`config.mk`:
```
export PLATFORM = sky130hd
export DESIGN_NAME = ptp_bus_master_flat
export DESIGN_NICKNAME = d
export VERILOG_FILES = /design/src/rtl/ptp_bus_pkg.sv /design/src/rtl/ptp_bus_master_if.sv /design/src/rtl/ptp_bus_master.sv /design/src/flat_wrapper.sv
export SDC_FILE = /design/constraint.sdc
export NUM_CORES = 1
export LEC_CHECK = 0
export ABC_AREA = 0
export CORE_UTILIZATION = 44
export CTS_CLUSTER_DIAMETER = 200
export CTS_CLUSTER_SIZE = 20
export DETAILED_ROUTE_END_ITERATION = 6
export GPL_TIMING_DRIVEN = 1
export HOLD_SLACK_MARGIN = 0.08
export PLACE_DENSITY = 0.92
export SYNTH_ARGS = -nofsm -noshare
export SYNTH_HDL_FRONTEND = slang
export SYNTH_SLANG_ARGS = --single-unit
```
`constraint.sdc`:
```
create_clock -name bus2ip_clk -period 2.7 [get_ports bus2ip_clk]
set_input_delay 0.81 -clock bus2ip_clk [delete_from_list [all_inputs] [get_ports bus2ip_clk]]
set_output_delay 0.81 -clock bus2ip_clk [all_outputs]
set_load 0.005 [all_outputs]
```
`src/rtl/ptp_bus_pkg.sv`:
```
// Shared types and constants for the PTPv2 register-bus initiator.
// Holds the FSM state encoding, the registered response payload and the
// bus/counter widths used by ptp_bus_master and its interface.
package ptp_bus_pkg;

  localparam int unsigned ADDR_W = 32;
  localparam int unsigned DATA_W = 32;
  localparam int unsigned LEN_W  = 4;
  localparam int unsigned CNT_W  = 4;

  // Byte stride between consecutive burst words
  localparam logic [ADDR_W-1:0] ADDR_INC = ADDR_W'(4);

  typedef enum logic [2:0] {
    ST_IDLE,
    ST_WSTB,
    ST_RSTB,
    ST_RWAIT,
    ST_RSP,
    ST_GAP
  } state_e;

  // Response payload held stable while rsp_valid_o is high
  typedef struct packed {
    logic              wr;
    logic              last;
    logic [DATA_W-1:0] rdata;
  } rsp_t;

endpackage

```
`src/rtl/ptp_bus_master_if.sv`:
```
// Command, response and register-bus signals of ptp_bus_master.
// master : view of the initiator (accepts commands, drives bus2ip_*)
// slave  : view of the agent/slave side (issues commands, returns ip2bus data)
interface ptp_bus_master_if;
  import ptp_bus_pkg::*;

  // command channel
  logic              cmd_valid_i;
  logic              cmd_ready_o;
  logic              cmd_wr_i;
  logic [ADDR_W-1:0] cmd_addr_i;
  logic [DATA_W-1:0] cmd_wdata_i;
  logic [LEN_W-1:0]  cmd_len_i;
  // response channel
  logic              rsp_valid_o;
  logic              rsp_ready_i;
  logic              rsp_wr_o;
  logic [DATA_W-1:0] rsp_rdata_o;
  logic              rsp_last_o;
  // register bus
  logic [ADDR_W-1:0] bus2ip_addr_o;
  logic [DATA_W-1:0] bus2ip_data_o;
  logic              bus2ip_rd_ce_o;
  logic              bus2ip_wr_ce_o;
  logic [DATA_W-1:0] ip2bus_data_i;

  modport master (
    input  cmd_valid_i, cmd_wr_i, cmd_addr_i, cmd_wdata_i, cmd_len_i,
    input  rsp_ready_i, ip2bus_data_i,
    output cmd_ready_o, rsp_valid_o, rsp_wr_o, rsp_rdata_o, rsp_last_o,
    output bus2ip_addr_o, bus2ip_data_o, bus2ip_rd_ce_o, bus2ip_wr_ce_o
  );

  modport slave (
    output cmd_valid_i, cmd_wr_i, cmd_addr_i, cmd_wdata_i, cmd_len_i,
    output rsp_ready_i, ip2bus_data_i,
    input  cmd_ready_o, rsp_valid_o, rsp_wr_o, rsp_rdata_o, rsp_last_o,
    input  bus2ip_addr_o, bus2ip_data_o, bus2ip_rd_ce_o, bus2ip_wr_ce_o
  );

endinterface

```
`src/rtl/ptp_bus_master.sv`:
```
// Register-bus initiator for the PTPv2 core. Accepts single writes and
// incrementing read bursts (up to 16 beats) on a valid/ready command channel,
// pulses bus2ip_wr_ce/rd_ce, samples ip2bus data RD_LATENCY cycles after the
// read strobe and returns one response per bus access.
// Ports:
//   bus2ip_clk  clock, rising edge
//   bus2ip_rst  synchronous reset, active high
//   bus         ptp_bus_master_if.master (command, response, register bus)
//   busy_o      high whenever the FSM is not idle
// All outputs are registered and decoded from the next state, so strobes and
// handshake flags are glitch-free and exactly one cycle wide where required.
module ptp_bus_master
  import ptp_bus_pkg::*;
#(
  parameter int unsigned RD_LATENCY = 1,
  parameter int unsigned GAP_CYCLES = 1
) (
  input  logic                  bus2ip_clk,
  input  logic                  bus2ip_rst,
  ptp_bus_master_if.master      bus,
  output logic                  busy_o
);

  state_e            state_q, state_d;
  logic [LEN_W-1:0]  beat_q, beat_d;
  logic [CNT_W-1:0]  lat_q, lat_d;
  logic [CNT_W-1:0]  gap_q, gap_d;
  logic              gap_rd_q, gap_rd_d;
  rsp_t              rsp_q, rsp_d;
  logic [ADDR_W-1:0] addr_q, addr_d;
  logic [DATA_W-1:0] wdata_q, wdata_d;
  logic              cmd_ready_q, cmd_ready_d;
  logic              rsp_valid_q, rsp_valid_d;
  logic              rd_ce_q, rd_ce_d;
  logic              wr_ce_q, wr_ce_d;
  logic              busy_q, busy_d;

  // State and output registers
  always_ff @(posedge bus2ip_clk) begin
    if (bus2ip_rst) begin
      state_q     <= ST_IDLE;
      beat_q      <= '0;
      lat_q       <= '0;
      gap_q       <= '0;
      gap_rd_q    <= 1'b0;
      rsp_q       <= '0;
      addr_q      <= '0;
      wdata_q     <= '0;
      cmd_ready_q <= 1'b0;
      rsp_valid_q <= 1'b0;
      rd_ce_q     <= 1'b0;
      wr_ce_q     <= 1'b0;
      busy_q      <= 1'b0;
    end else begin
      state_q     <= state_d;
      beat_q      <= beat_d;
      lat_q       <= lat_d;
      gap_q       <= gap_d;
      gap_rd_q    <= gap_rd_d;
      rsp_q       <= rsp_d;
      addr_q      <= addr_d;
      wdata_q     <= wdata_d;
      cmd_ready_q <= cmd_ready_d;
      rsp_valid_q <= rsp_valid_d;
      rd_ce_q     <= rd_ce_d;
      wr_ce_q     <= wr_ce_d;
      busy_q      <= busy_d;
    end
  end

  // Next-state, datapath and registered-output decode
  always_comb begin
    state_d  = state_q;
    beat_d   = beat_q;
    lat_d    = lat_q;
    gap_d    = gap_q;
    gap_rd_d = gap_rd_q;
    rsp_d    = rsp_q;
    addr_d   = addr_q;
    wdata_d  = wdata_q;

    case (state_q)
      ST_IDLE: begin
        // cmd_ready_q is low in the cycle right after reset, so no accept there
        if (bus.cmd_valid_i && cmd_ready_q) begin
          addr_d = bus.cmd_addr_i;
          if (bus.cmd_wr_i) begin
            wdata_d = bus.cmd_wdata_i;
            beat_d  = '0;
            state_d = ST_WSTB;
          end else begin
            beat_d  = bus.cmd_len_i;
            state_d = ST_RSTB;
          end
        end
      end
      ST_WSTB: begin
        rsp_d.wr    = 1'b1;
        rsp_d.last  = 1'b1;
        rsp_d.rdata = '0;
        state_d     = ST_RSP;
      end
      ST_RSTB: begin
        lat_d   = CNT_W'(RD_LATENCY);
        state_d = ST_RWAIT;
      end
      ST_RWAIT: begin
        // Sample on the cycle the counter would reach zero
        if (lat_q <= CNT_W'(1)) begin
          lat_d       = '0;
          rsp_d.wr    = 1'b0;
          rsp_d.last  = (beat_q == '0);
          rsp_d.rdata = bus.ip2bus_data_i;
          state_d     = ST_RSP;
        end else begin
          lat_d = lat_q - CNT_W'(1);
        end
      end
      ST_RSP: begin
        if (bus.rsp_ready_i) begin
          if (rsp_q.last) begin
            gap_rd_d = 1'b0;
          end else begin
            gap_rd_d = 1'b1;
            addr_d   = addr_q + ADDR_INC;
            beat_d   = beat_q - LEN_W'(1);
          end
          if (GAP_CYCLES == 0) begin
            state_d = rsp_q.last ? ST_IDLE : ST_RSTB;
          end else begin
            gap_d   = CNT_W'(GAP_CYCLES);
            state_d = ST_GAP;
          end
        end
      end
      ST_GAP: begin
        if (gap_q <= CNT_W'(1)) begin
          gap_d   = '0;
          state_d = gap_rd_q ? ST_RSTB : ST_IDLE;
        end else begin
          gap_d = gap_q - CNT_W'(1);
        end
      end
      default: state_d = ST_IDLE;
    endcase

    cmd_ready_d = (state_d == ST_IDLE);
    rsp_valid_d = (state_d == ST_RSP);
    rd_ce_d     = (state_d == ST_RSTB);
    wr_ce_d     = (state_d == ST_WSTB);
    busy_d      = (state_d != ST_IDLE);
  end

  assign bus.cmd_ready_o    = cmd_ready_q;
  assign bus.rsp_valid_o    = rsp_valid_q;
  assign bus.rsp_wr_o       = rsp_q.wr;
  assign bus.rsp_last_o     = rsp_q.last;
  assign bus.rsp_rdata_o    = rsp_q.rdata;
  assign bus.bus2ip_addr_o  = addr_q;
  assign bus.bus2ip_data_o  = wdata_q;
  assign bus.bus2ip_rd_ce_o = rd_ce_q;
  assign bus.bus2ip_wr_ce_o = wr_ce_q;
  assign busy_o             = busy_q;

endmodule

```
`src/flat_wrapper.sv`:
```
// flat-port wrapper written by rule: the top's interface ports become plain ports
module ptp_bus_master_flat import ptp_bus_pkg::*;
#(
  parameter int unsigned RD_LATENCY = 1,
  parameter int unsigned GAP_CYCLES = 1
)
  (bus2ip_clk, bus2ip_rst, busy_o, bus_cmd_valid_i, bus_cmd_wr_i, bus_cmd_addr_i, bus_cmd_wdata_i, bus_cmd_len_i, bus_rsp_ready_i, bus_ip2bus_data_i, bus_cmd_ready_o, bus_rsp_valid_o, bus_rsp_wr_o, bus_rsp_rdata_o, bus_rsp_last_o, bus_bus2ip_addr_o, bus_bus2ip_data_o, bus_bus2ip_rd_ce_o, bus_bus2ip_wr_ce_o);
  ptp_bus_master_if bus_i ();
  input  logic bus2ip_clk;
  input  logic bus2ip_rst;
  output logic busy_o;
  input wire logic [$bits(bus_i.cmd_valid_i)-1:0] bus_cmd_valid_i;
  input wire logic [$bits(bus_i.cmd_wr_i)-1:0] bus_cmd_wr_i;
  input wire logic [$bits(bus_i.cmd_addr_i)-1:0] bus_cmd_addr_i;
  input wire logic [$bits(bus_i.cmd_wdata_i)-1:0] bus_cmd_wdata_i;
  input wire logic [$bits(bus_i.cmd_len_i)-1:0] bus_cmd_len_i;
  input wire logic [$bits(bus_i.rsp_ready_i)-1:0] bus_rsp_ready_i;
  input wire logic [$bits(bus_i.ip2bus_data_i)-1:0] bus_ip2bus_data_i;
  output wire logic [$bits(bus_i.cmd_ready_o)-1:0] bus_cmd_ready_o;
  output wire logic [$bits(bus_i.rsp_valid_o)-1:0] bus_rsp_valid_o;
  output wire logic [$bits(bus_i.rsp_wr_o)-1:0] bus_rsp_wr_o;
  output wire logic [$bits(bus_i.rsp_rdata_o)-1:0] bus_rsp_rdata_o;
  output wire logic [$bits(bus_i.rsp_last_o)-1:0] bus_rsp_last_o;
  output wire logic [$bits(bus_i.bus2ip_addr_o)-1:0] bus_bus2ip_addr_o;
  output wire logic [$bits(bus_i.bus2ip_data_o)-1:0] bus_bus2ip_data_o;
  output wire logic [$bits(bus_i.bus2ip_rd_ce_o)-1:0] bus_bus2ip_rd_ce_o;
  output wire logic [$bits(bus_i.bus2ip_wr_ce_o)-1:0] bus_bus2ip_wr_ce_o;
  assign bus_i.cmd_valid_i = bus_cmd_valid_i;
  assign bus_i.cmd_wr_i = bus_cmd_wr_i;
  assign bus_i.cmd_addr_i = bus_cmd_addr_i;
  assign bus_i.cmd_wdata_i = bus_cmd_wdata_i;
  assign bus_i.cmd_len_i = bus_cmd_len_i;
  assign bus_i.rsp_ready_i = bus_rsp_ready_i;
  assign bus_i.ip2bus_data_i = bus_ip2bus_data_i;
  assign bus_cmd_ready_o = bus_i.cmd_ready_o;
  assign bus_rsp_valid_o = bus_i.rsp_valid_o;
  assign bus_rsp_wr_o = bus_i.rsp_wr_o;
  assign bus_rsp_rdata_o = bus_i.rsp_rdata_o;
  assign bus_rsp_last_o = bus_i.rsp_last_o;
  assign bus_bus2ip_addr_o = bus_i.bus2ip_addr_o;
  assign bus_bus2ip_data_o = bus_i.bus2ip_data_o;
  assign bus_bus2ip_rd_ce_o = bus_i.bus2ip_rd_ce_o;
  assign bus_bus2ip_wr_ce_o = bus_i.bus2ip_wr_ce_o;
  ptp_bus_master #(.RD_LATENCY(RD_LATENCY), .GAP_CYCLES(GAP_CYCLES)) u_core (.bus2ip_clk(bus2ip_clk), .bus2ip_rst(bus2ip_rst), .bus(bus_i), .busy_o(busy_o));
endmodule
```
==> run summary, run 1 <==
status: finished with violations
failing checks: DRC
# port buffers: 207
Clock Skews: 0.00983 ns
Syn Inst Count: 685
# Post-CTS Setup Buffers: 0
Leakage: 2.75 nW
Synth-to-Final Area Change: 53.7%
Hold Path Class: reg2reg
Final Max Tran Viols: 0
most common flop cell mapped by yosys: dfxtp_1
total CTS buffers: 17
synth warn: 0
Root Driver: clkbuf_16
Vias: 5969
WS Path Type: reg2reg
Antenna diodes: 0
RSZ-0062 raised after global routing: no
Tmin final: 2.47 ns
PwrDens: 649 nW/µm²
Initial Utilization: 45.6%
Async SR Flop Fraction: 0%
syn nets: 796
Finish-stage setup viols: 0
DRC viols: 9
Core Area: 11600 µm²
crit-path max FO: 8
drt pass-1 iters: 7
cells along the critical path: nand4_1 > or4_1 > nor4_1 > nor3_1 > a311oi_1
crit-path max cell delay: 0.76 ns
Slew Limit Headroom: 52.8%
Die W: 111 µm
Sequential Area: 2380 µm²
Clock transition at path regs: 0.05 ns
endpoint arrival time on the critical path: 2.80 ns
worst path bufs/invs: 0
gr usage total: 28.3%
synthesis-stage register bit count: 119
maximum buffer depth of the clock tree: 2
row cnt: 39
Post-DRT Antenna Nets: 0
Peak VDD IR: 515 µV
DRT iter0 DRCs: 651
routed wire length: 17.5 mm
mean area per synthesized cell: 7.70 µm²
Filler cells: 858
slowest cell on the critical path: or4_1
worst skew pair latency: 0.42 ns
final period utilization: 91.6%
max-cap viol count: 0
Post-synth EDFFs: 0
TritonCTS clock tree: built
largest net degree at the start of global routing: 91
startpoint types: register
delay-heaviest family, CP: simple AND/OR/NAND/NOR gates
final hold viol count: 0
Netlist Area Pre-Place: 5270 µm²
Worst Tran Pin Value: 0.702 ns
I/O pin cnt: 208
Vias per Instance: 5.76
post-DP HPWL: 11.9 mm
Setup TNS Final: 0 ns
fmax: 404 MHz
Die Area: 12400 µm²
Design Area, Final: 8110 µm²
fin cells: 1036
Area after DPL: 7560 µm²
htree depth: 4
layout cells sized above 1: 6.72%
GP Congestion: 0.915
Die H: 111 µm
post-synthesis sequential area ratio: 45.2%
Remaining Overflow, GRT: 0
vias in the first global route: 5838
DR WL/cell: 16.9 µm
Design Power: 5.26 mW
initial antenna violation count: 0
fin nets: 991
area of the multi-input gates: 2660 µm²
CP required: 3.02 ns
synth unique cells: 56
hold buffer count at CTS: 0
endpoint class of the critical path: register
# resized after CTS: 0
first-pass GRT wire length: 28.0 mm
CTS sink count: 119
Placed Cells: 1004
kinds of logic (layout without fill, tap and decap cells):
family / count (synthesis) / after routing / synth area share [%]
AND/OR/NAND/NOR: 302 / 302 / 27.1
AO/OA/AOI/OAI: 194 / 194 / 21.6
buffers and inverters: 64 / 272 / 4.70
flip-flops: 119 / 119 / 45.2
adder cells (fa/ha/maj): 6 / 6 / 1.42
cell type report:
cell class	count	area share, %
clock buffer	21	5.43
multi-input combinational	502	32.7
tap	143	2.21
clock inverter	11	1.33
timing repair buffer	227	28.3
inverter	13	0.602
sequential	119	29.4
per-layer routing:
| layer | global-route usage [%] | up-vias | wire length, µm |
|---|---|---|---|
| li1 | - | 2828 | - |
| met1 | 32.3 | 2764 | 6810 |
| met2 | 47.2 | 313 | 8540 |
| met3 | 7.89 | 64 | 1480 |
| met4 | 17.0 | 0 | 665 |
| met5 | 0 | - | 0 |
layout by cell type, fill, tap and decap left out, drive strengths merged, types with 3 or more instances in the layout:
cell and instances:
clkdlybuf4s50 206, nand2 136, dfxtp 119, a21oi 103, nand3 46, nor2 44, o21ai 33, clkbuf 21
buf 21, nor3 16, inv 12, nor4 9, clkinv 9, or4 8, nand4 7, a211oi 7
a31oi 6, a311oi 6, o31ai 6, ha 6, and2 6, nand4b 5, or3 4, a22oi 4
o41ai 4, nand2b 4, and3b 3, o21a 3, o211ai 3, a221oi 3, o22ai 3, and3 3
report_power, final:
| part | leakage [nW] | switching [mW] | internal (mW) |
|---|---|---|---|
| clock | 0.274 | 0.767 | 1.34 |
| combinational | 1.51 | 0.524 | 0.577 |
| sequential | 0.965 | 0.157 | 1.90 |
sequential cells by signal, summed over array words and instances (netlist names):
| name | flops |
|---|---|
| u_core.busy_o | 1 |
| u_core.gap_q | 4 |
| u_core.bus.rsp_last_o | 1 |
| u_core.bus.cmd_ready_o | 1 |
| u_core.bus.bus2ip_addr_o | 32 |
| u_core.state_q | 3 |
| u_core.bus.bus2ip_wr_ce_o | 1 |
| u_core.gap_rd_q | 1 |
| u_core.bus.bus2ip_rd_ce_o | 1 |
| u_core.bus.bus2ip_data_o | 32 |
| u_core.bus.rsp_valid_o | 1 |
| u_core.bus.rsp_rdata_o | 32 |
| u_core.beat_q | 4 |
| u_core.lat_q | 4 |
| u_core.bus.rsp_wr_o | 1 |
Yosys cell counts, types with 4 or more instances:
cell        n  share of area, %
a311oi_1    6               1.0
dfxtp_1   119                45
nand4b_1    5              0.83
a21oi_1   103               9.8
nand2_1   136               9.7
o41ai_1     4              0.66
nor2_1     44               3.1
o31ai_1     6              0.85
and2_1      5              0.59
nor3_1     16               1.5
a211oi_1    7               1.0
or3_1       4              0.47
nand4_1     7              0.83
nand3_1    45               4.3
a22oi_1     4              0.57
a31oi_1     6              0.71
nor4_1      8              0.95
ha_1        6               1.4
clkbuf_1   50               3.6
o21ai_0    33               3.1
inv_1      12              0.85
or4_1       7               1.0
metrics by stage:
step / setup WS, ns / utilization (%) / hold WS (ns)
after global placement: 0.184 / 65.4 / 0.437
after CTS: 0.256 / 70.1 / 0.449
final: 0.227 / 70.1 / 0.448
after floorplan: 0.519 / - / 0.436
after global routing: 0.0476 / 70.1 / 0.464
after detailed placement: 0.127 / 65.4 / 0.443
tightest hold or removal path: cells and delay by family (launching register included):
kind / cells / cell delay, ns
compound gates: 1 / 0.05
simple gates: 1 / 0.05
flops: 1 / 0.30
final timing paths:
kind | start | end | slack [ns] | cells past startpoint
min | u_core.bus.rsp_rdata_o[21]$_SDFFE_PP0P_ | u_core.bus.rsp_rdata_o[21]$_SDFFE_PP0P_ | 0.45 | 2
max reg2reg | u_core.bus.bus2ip_addr_o[12]$_SDFFE_PP0P_ | u_core.bus.bus2ip_addr_o[22]$_SDFFE_PP0P_ | 0.23 | 5
max | u_core.bus.bus2ip_addr_o[12]$_SDFFE_PP0P_ | u_core.bus.bus2ip_addr_o[22]$_SDFFE_PP0P_ | 0.23 | 5
min reg2reg | u_core.bus.rsp_rdata_o[21]$_SDFFE_PP0P_ | u_core.bus.rsp_rdata_o[21]$_SDFFE_PP0P_ | 0.45 | 2
Power figures use the tool's default switching activity.
==> run 2, diff against run 1 <==
--- a/config.mk
+++ b/config.mk
@@ -6,6 +6,7 @@
 export NUM_CORES = 1
 export LEC_CHECK = 0
 export ABC_AREA = 0
+export CORE_MARGIN = 2
 export CORE_UTILIZATION = 44
 export CTS_CLUSTER_DIAMETER = 200
 export CTS_CLUSTER_SIZE = 20
==> run summary, run 2 (synthesis gave the netlist of run 1 again) <==
status: finished, final reports clean
hold buffer count at CTS: 0
endpoint class of the critical path: register
Root Driver: clkbuf_16
Design Area, Final: 8090 µm²
commonest non-fill, non-tap cell in the layout: clkdlybuf4s50_1
# port buffers: 207
Setup TNS Final: 0 ns
# Post-CTS Setup Buffers: 0
DR WL/cell: 17.0 µm
crit-path max FO: 8
Sequential Area: 2380 µm²
WS Path Type: reg2reg
worst skew pair latency: 0.42 ns
endpoint arrival time on the critical path: 2.78 ns
post-DP HPWL: 12.0 mm
DRT iter0 DRCs: 574
fin nets: 991
drt pass-1 iters: 5
GP Congestion: 0.882
Synth-to-Final Area Change: 53.3%
vias in the first global route: 5718
Leakage: 2.73 nW
r2r endpoint: u_core.bus.bus2ip_addr_o[22]$_SDFFE_PP0P_
Clock Skews: 0.00871 ns
maximum buffer depth of the clock tree: 2
Core Area: 11600 µm²
htree depth: 4
DRC viols: 0
gr usage total: 27.4%
final period utilization: 90.7%
met2 Usage GRT: 45.0%
I/O pin cnt: 208
met3 Usage GRT: 8.55%
final hold viol count: 0
TritonCTS clock tree: built
startpoint types: register
first-pass GRT wire length: 28.3 mm
Vias: 5867
Finished Core Util: 69.9%
PwrDens: 653 nW/µm²
initial antenna violation count: 0
Design Power: 5.28 mW
r2r worst-path depth: 5
Vias per Instance: 5.67
Worst Tran Pin Value: 0.747 ns
Die Area: 12900 µm²
Peak VDD IR: 399 µV
Post-DRT Antenna Nets: 0
Final Max Tran Viols: 0
# resized after CTS: 0
R2R setup slack: 0.25 ns
layout cells sized above 1: 7.06%
Tmin final: 2.45 ns
FF-to-FF Start: u_core.bus.bus2ip_addr_o[12]$_SDFFE_PP0P_
max-cap viol count: 0
routed wire length: 17.6 mm
largest net degree at the start of global routing: 43
Hold Path Class: reg2reg
worst hold stages: 2
Clock transition at path regs: 0.05 ns
Finish-stage setup viols: 0
Filler cells: 882
Initial Utilization: 45.6%
Antenna diodes: 0
Area after DPL: 7520 µm²
RSZ-0062 raised after global routing: no
CP required: 3.03 ns
commonest cells after routing, fill and taps aside: clkdlybuf4s50_1 (206), nand2_1 (136), dfxtp_1 (119)
WHS Endpoint: u_core.bus.rsp_rdata_o[31]$_SDFFE_PP0P_
Top Usage Layer GRT: met2
Remaining Overflow, GRT: 0
row cnt: 39
CTS sink count: 119
area of the multi-input gates: 2660 µm²
Die W: 113 µm
met1 usage: 32.2%
total CTS buffers: 17
Die H: 113 µm
hold path start: u_core.bus.rsp_rdata_o[31]$_SDFFE_PP0P_
Slew Limit Headroom: 49.7%
fmax: 408 MHz
## run 2: power breakdown
| group | leakage (nW) | switching [mW] | total [mW] | internal, mW |
|---|---|---|---|---|
| combinational | 1.50 | 0.519 | 1.09 | 0.568 |
| sequential | 0.965 | 0.154 | 2.05 | 1.90 |
| clock | 0.269 | 0.852 | 2.14 | 1.29 |
| total | 2.73 | 1.53 | 5.28 | 3.75 |
## run 2: area by class of cell
type	count	share of cell area, %
Inverter	13	0.604
Clock buffer	18	5.43
Tap cell	143	2.21
Clock inverter	13	1.53
Multi-Input combinational cell	502	32.8
Timing Repair Buffer	227	27.9
Sequential cell	119	29.5
## run 2: worst max-delay path by stage
stage / cells after the start / end / startpoint
2_1_floorplan: 6 / u_core.bus.bus2ip_addr_o[30]$_SDFFE_PP0P_ / u_core.bus.bus2ip_addr_o[2]$_SDFFE_PP0P_
3_3_place_gp: 5 / u_core.bus.bus2ip_addr_o[31]$_SDFFE_PP0P_ / bus_rsp_ready_i
3_5_place_dp: 5 / u_core.bus.bus2ip_addr_o[31]$_SDFFE_PP0P_ / bus_rsp_ready_i
4_1_cts: 5 / u_core.bus.bus2ip_addr_o[22]$_SDFFE_PP0P_ / u_core.bus.bus2ip_addr_o[12]$_SDFFE_PP0P_
5_1_grt: 5 / u_core.bus.bus2ip_addr_o[22]$_SDFFE_PP0P_ / u_core.bus.bus2ip_addr_o[12]$_SDFFE_PP0P_
6_report: 5 / u_core.bus.bus2ip_addr_o[22]$_SDFFE_PP0P_ / u_core.bus.bus2ip_addr_o[12]$_SDFFE_PP0P_
## run 2: metal layers
layer,up-vias,routed length (µm)
met2,292,8630
met1,2686,6980
met3,68,1350
met5,-,0
li1,2821,-
met4,0,670
## run 2: per-stage QoR
step | std cells | setup WS (ns) | hold slack (ns)
finish | 1035 | 0.251 | 0.447
global route | 1035 | 0.102 | 0.469
CTS | 1035 | 0.332 | 0.450
detailed placement | 1004 | 0.175 | 0.444
global placement | 1004 | 0.209 | 0.437
floorplan | 685 | 0.519 | 0.436
## run 2: worst max-delay path, cell delays in order, from the launching register on
cell and delay [ns]:
dfxtp_1 0.45, nand4_1 0.35, or4_1 0.76, nor4_1 0.47, nor3_1 0.09, a311oi_1 0.24
==> run 3, diff against run 2 <==
--- a/config.mk
+++ b/config.mk
@@ -14,6 +14,7 @@
 export GPL_TIMING_DRIVEN = 1
 export HOLD_SLACK_MARGIN = 0.08
 export PLACE_DENSITY = 0.92
+export REMOVE_ABC_BUFFERS = 1
 export SYNTH_ARGS = -nofsm -noshare
 export SYNTH_HDL_FRONTEND = slang
 export SYNTH_SLANG_ARGS = --single-unit
==> run summary, run 3 (synthesis gave the netlist of run 1 again) <==
Sw Pwr: 1.38 mW
slowest cell on the critical path: or4_1
Antenna diodes: 0
Post-DRT Antenna Nets: 0
commonest non-fill, non-tap cell in the layout: clkdlybuf4s50_1
final hold viol count: 0
PwrDens: 648 nW/µm²
Finish-stage setup viols: 0
DRT iter0 DRCs: 524
Design Power: 5.24 mW
status: finished, final reports clean
gr usage total: 24.5%
layout cells sized above 1: 6.52%
Tmin final: 2.35 ns
Core Area: 11600 µm²
endpoint arrival time on the critical path: 2.66 ns
Clock power frac: 40.5%
Placed Cells: 1004
GP Congestion: 0.881
Peak VDD IR: 440 µV
Clock Skews: 0.00896 ns
TritonCTS clock tree: built
Die Area: 12900 µm²
total CTS buffers: 17
endpoint class of the critical path: register
worst skew pair latency: 0.41 ns
sequential share of power: 39.0%
worst path bufs/invs: 0
routed wire length: 16.0 mm
Area after DPL: 7530 µm²
combinational share of power: 20.5%
# resized after CTS: 0
Initial Utilization: 45.6%
DRC viols: 0
Setup TNS Final: 0 ns
maximum buffer depth of the clock tree: 2
Clock transition at path regs: 0.05 ns
# port buffers: 207
largest net degree at the start of global routing: 97
crit-path max cell delay: 0.74 ns
Worst Tran Pin Value: 0.629 ns
row cnt: 39
DR WL/cell: 15.5 µm
commonest cells after routing, fill and taps aside: clkdlybuf4s50_1 (206), nand2_1 (136), dfxtp_1 (119)
initial antenna violation count: 0
switching power share of the total: 26.4%
final period utilization: 87.1%
fin nets: 991
crit-path max FO: 8
Slew Limit Headroom: 57.7%
# Post-CTS Setup Buffers: 0
WS Path Type: reg2reg
fmax: 425 MHz
fin cells: 1033
Synth-to-Final Area Change: 53.5%
CTS sink count: 119
Vias: 5757
Remaining Overflow, GRT: 0
drt pass-1 iters: 5
Hold Path Class: reg2reg
I/O pin cnt: 208
Die W: 113 µm
Vias per Instance: 5.57
Die H: 113 µm
Root Driver: clkbuf_16
Design Area, Final: 8090 µm²
hold buffer count at CTS: 0
htree depth: 4
RSZ-0062 raised after global routing: no
delay-heaviest family, CP: simple AND/OR/NAND/NOR gates
startpoint types: register
first-pass GRT wire length: 25.4 mm
internal power: 3.86 mW
vias in the first global route: 5193
post-DP HPWL: 11.0 mm
CP required: 3.01 ns
Final Max Tran Viols: 0
cells along the critical path: nand4_1 > or4_1 > nor4_1 > nor3_1 > a311oi_1
max-cap viol count: 0
Leakage: 2.75 nW
[run 3: metal layers]
metal	vias to the layer above	GRT usage, %	routed length (µm)
met2	280	38.4	7750
met3	26	6.80	1320
met4	0	10.2	278
li1	2819	-	-
met1	2632	32.0	6690
met5	-	0	0
[run 3: path summary, 6_finish.rpt]
check                                                 start                                        end  slack, ns  cells after the start
setup / recovery  u_core.bus.bus2ip_addr_o[11]$_SDFFE_PP0P_  u_core.bus.bus2ip_addr_o[22]$_SDFFE_PP0P_       0.35                      5
hold reg to reg     u_core.bus.rsp_rdata_o[25]$_SDFFE_PP0P_    u_core.bus.rsp_rdata_o[25]$_SDFFE_PP0P_       0.45                      2
hold / removal      u_core.bus.rsp_rdata_o[25]$_SDFFE_PP0P_    u_core.bus.rsp_rdata_o[25]$_SDFFE_PP0P_       0.45                      2
setup reg to reg  u_core.bus.bus2ip_addr_o[11]$_SDFFE_PP0P_  u_core.bus.bus2ip_addr_o[22]$_SDFFE_PP0P_       0.35                      5
[run 3: area by class of cell]
class | instances | area (µm²)
multi-input cells | 502 | 2660
repair buffers | 227 | 2270
clock inverters | 3 | 40.0
fillers | 887 | 3470
clock buffers | 26 | 519
inverters | 13 | 48.8
flip-flops and latches | 119 | 2380
well taps | 143 | 179
[run 3: worst min-delay path: cells and delay by family (launching register included)]
family | cells | cell delay (ns)
simple gates | 1 | 0.05
flops | 1 | 0.30
compound gates | 1 | 0.05
[run 3: per-stage QoR]
stage	hold WS (ns)	utilization, %	setup slack, ns
2_1_floorplan	0.430	-	0.0330
3_3_place_gp	0.437	65.2	0.272
3_5_place_dp	0.443	65.2	0.232
4_1_cts	0.449	70.0	0.389
5_1_grt	0.466	70.0	0.215
6_report	0.447	70.0	0.349
[run 3: power by group through the flow]
stage / clock, mW / sequential [mW] / combinational [mW]
detailed placement: 0 / 2.08 / 1.07
floorplan: 0 / 2.06 / 0.443
CTS: 2.16 / 2.04 / 1.07
finish: 2.13 / 2.05 / 1.07
global placement: 0 / 2.07 / 1.04
global route: 2.24 / 2.06 / 1.17
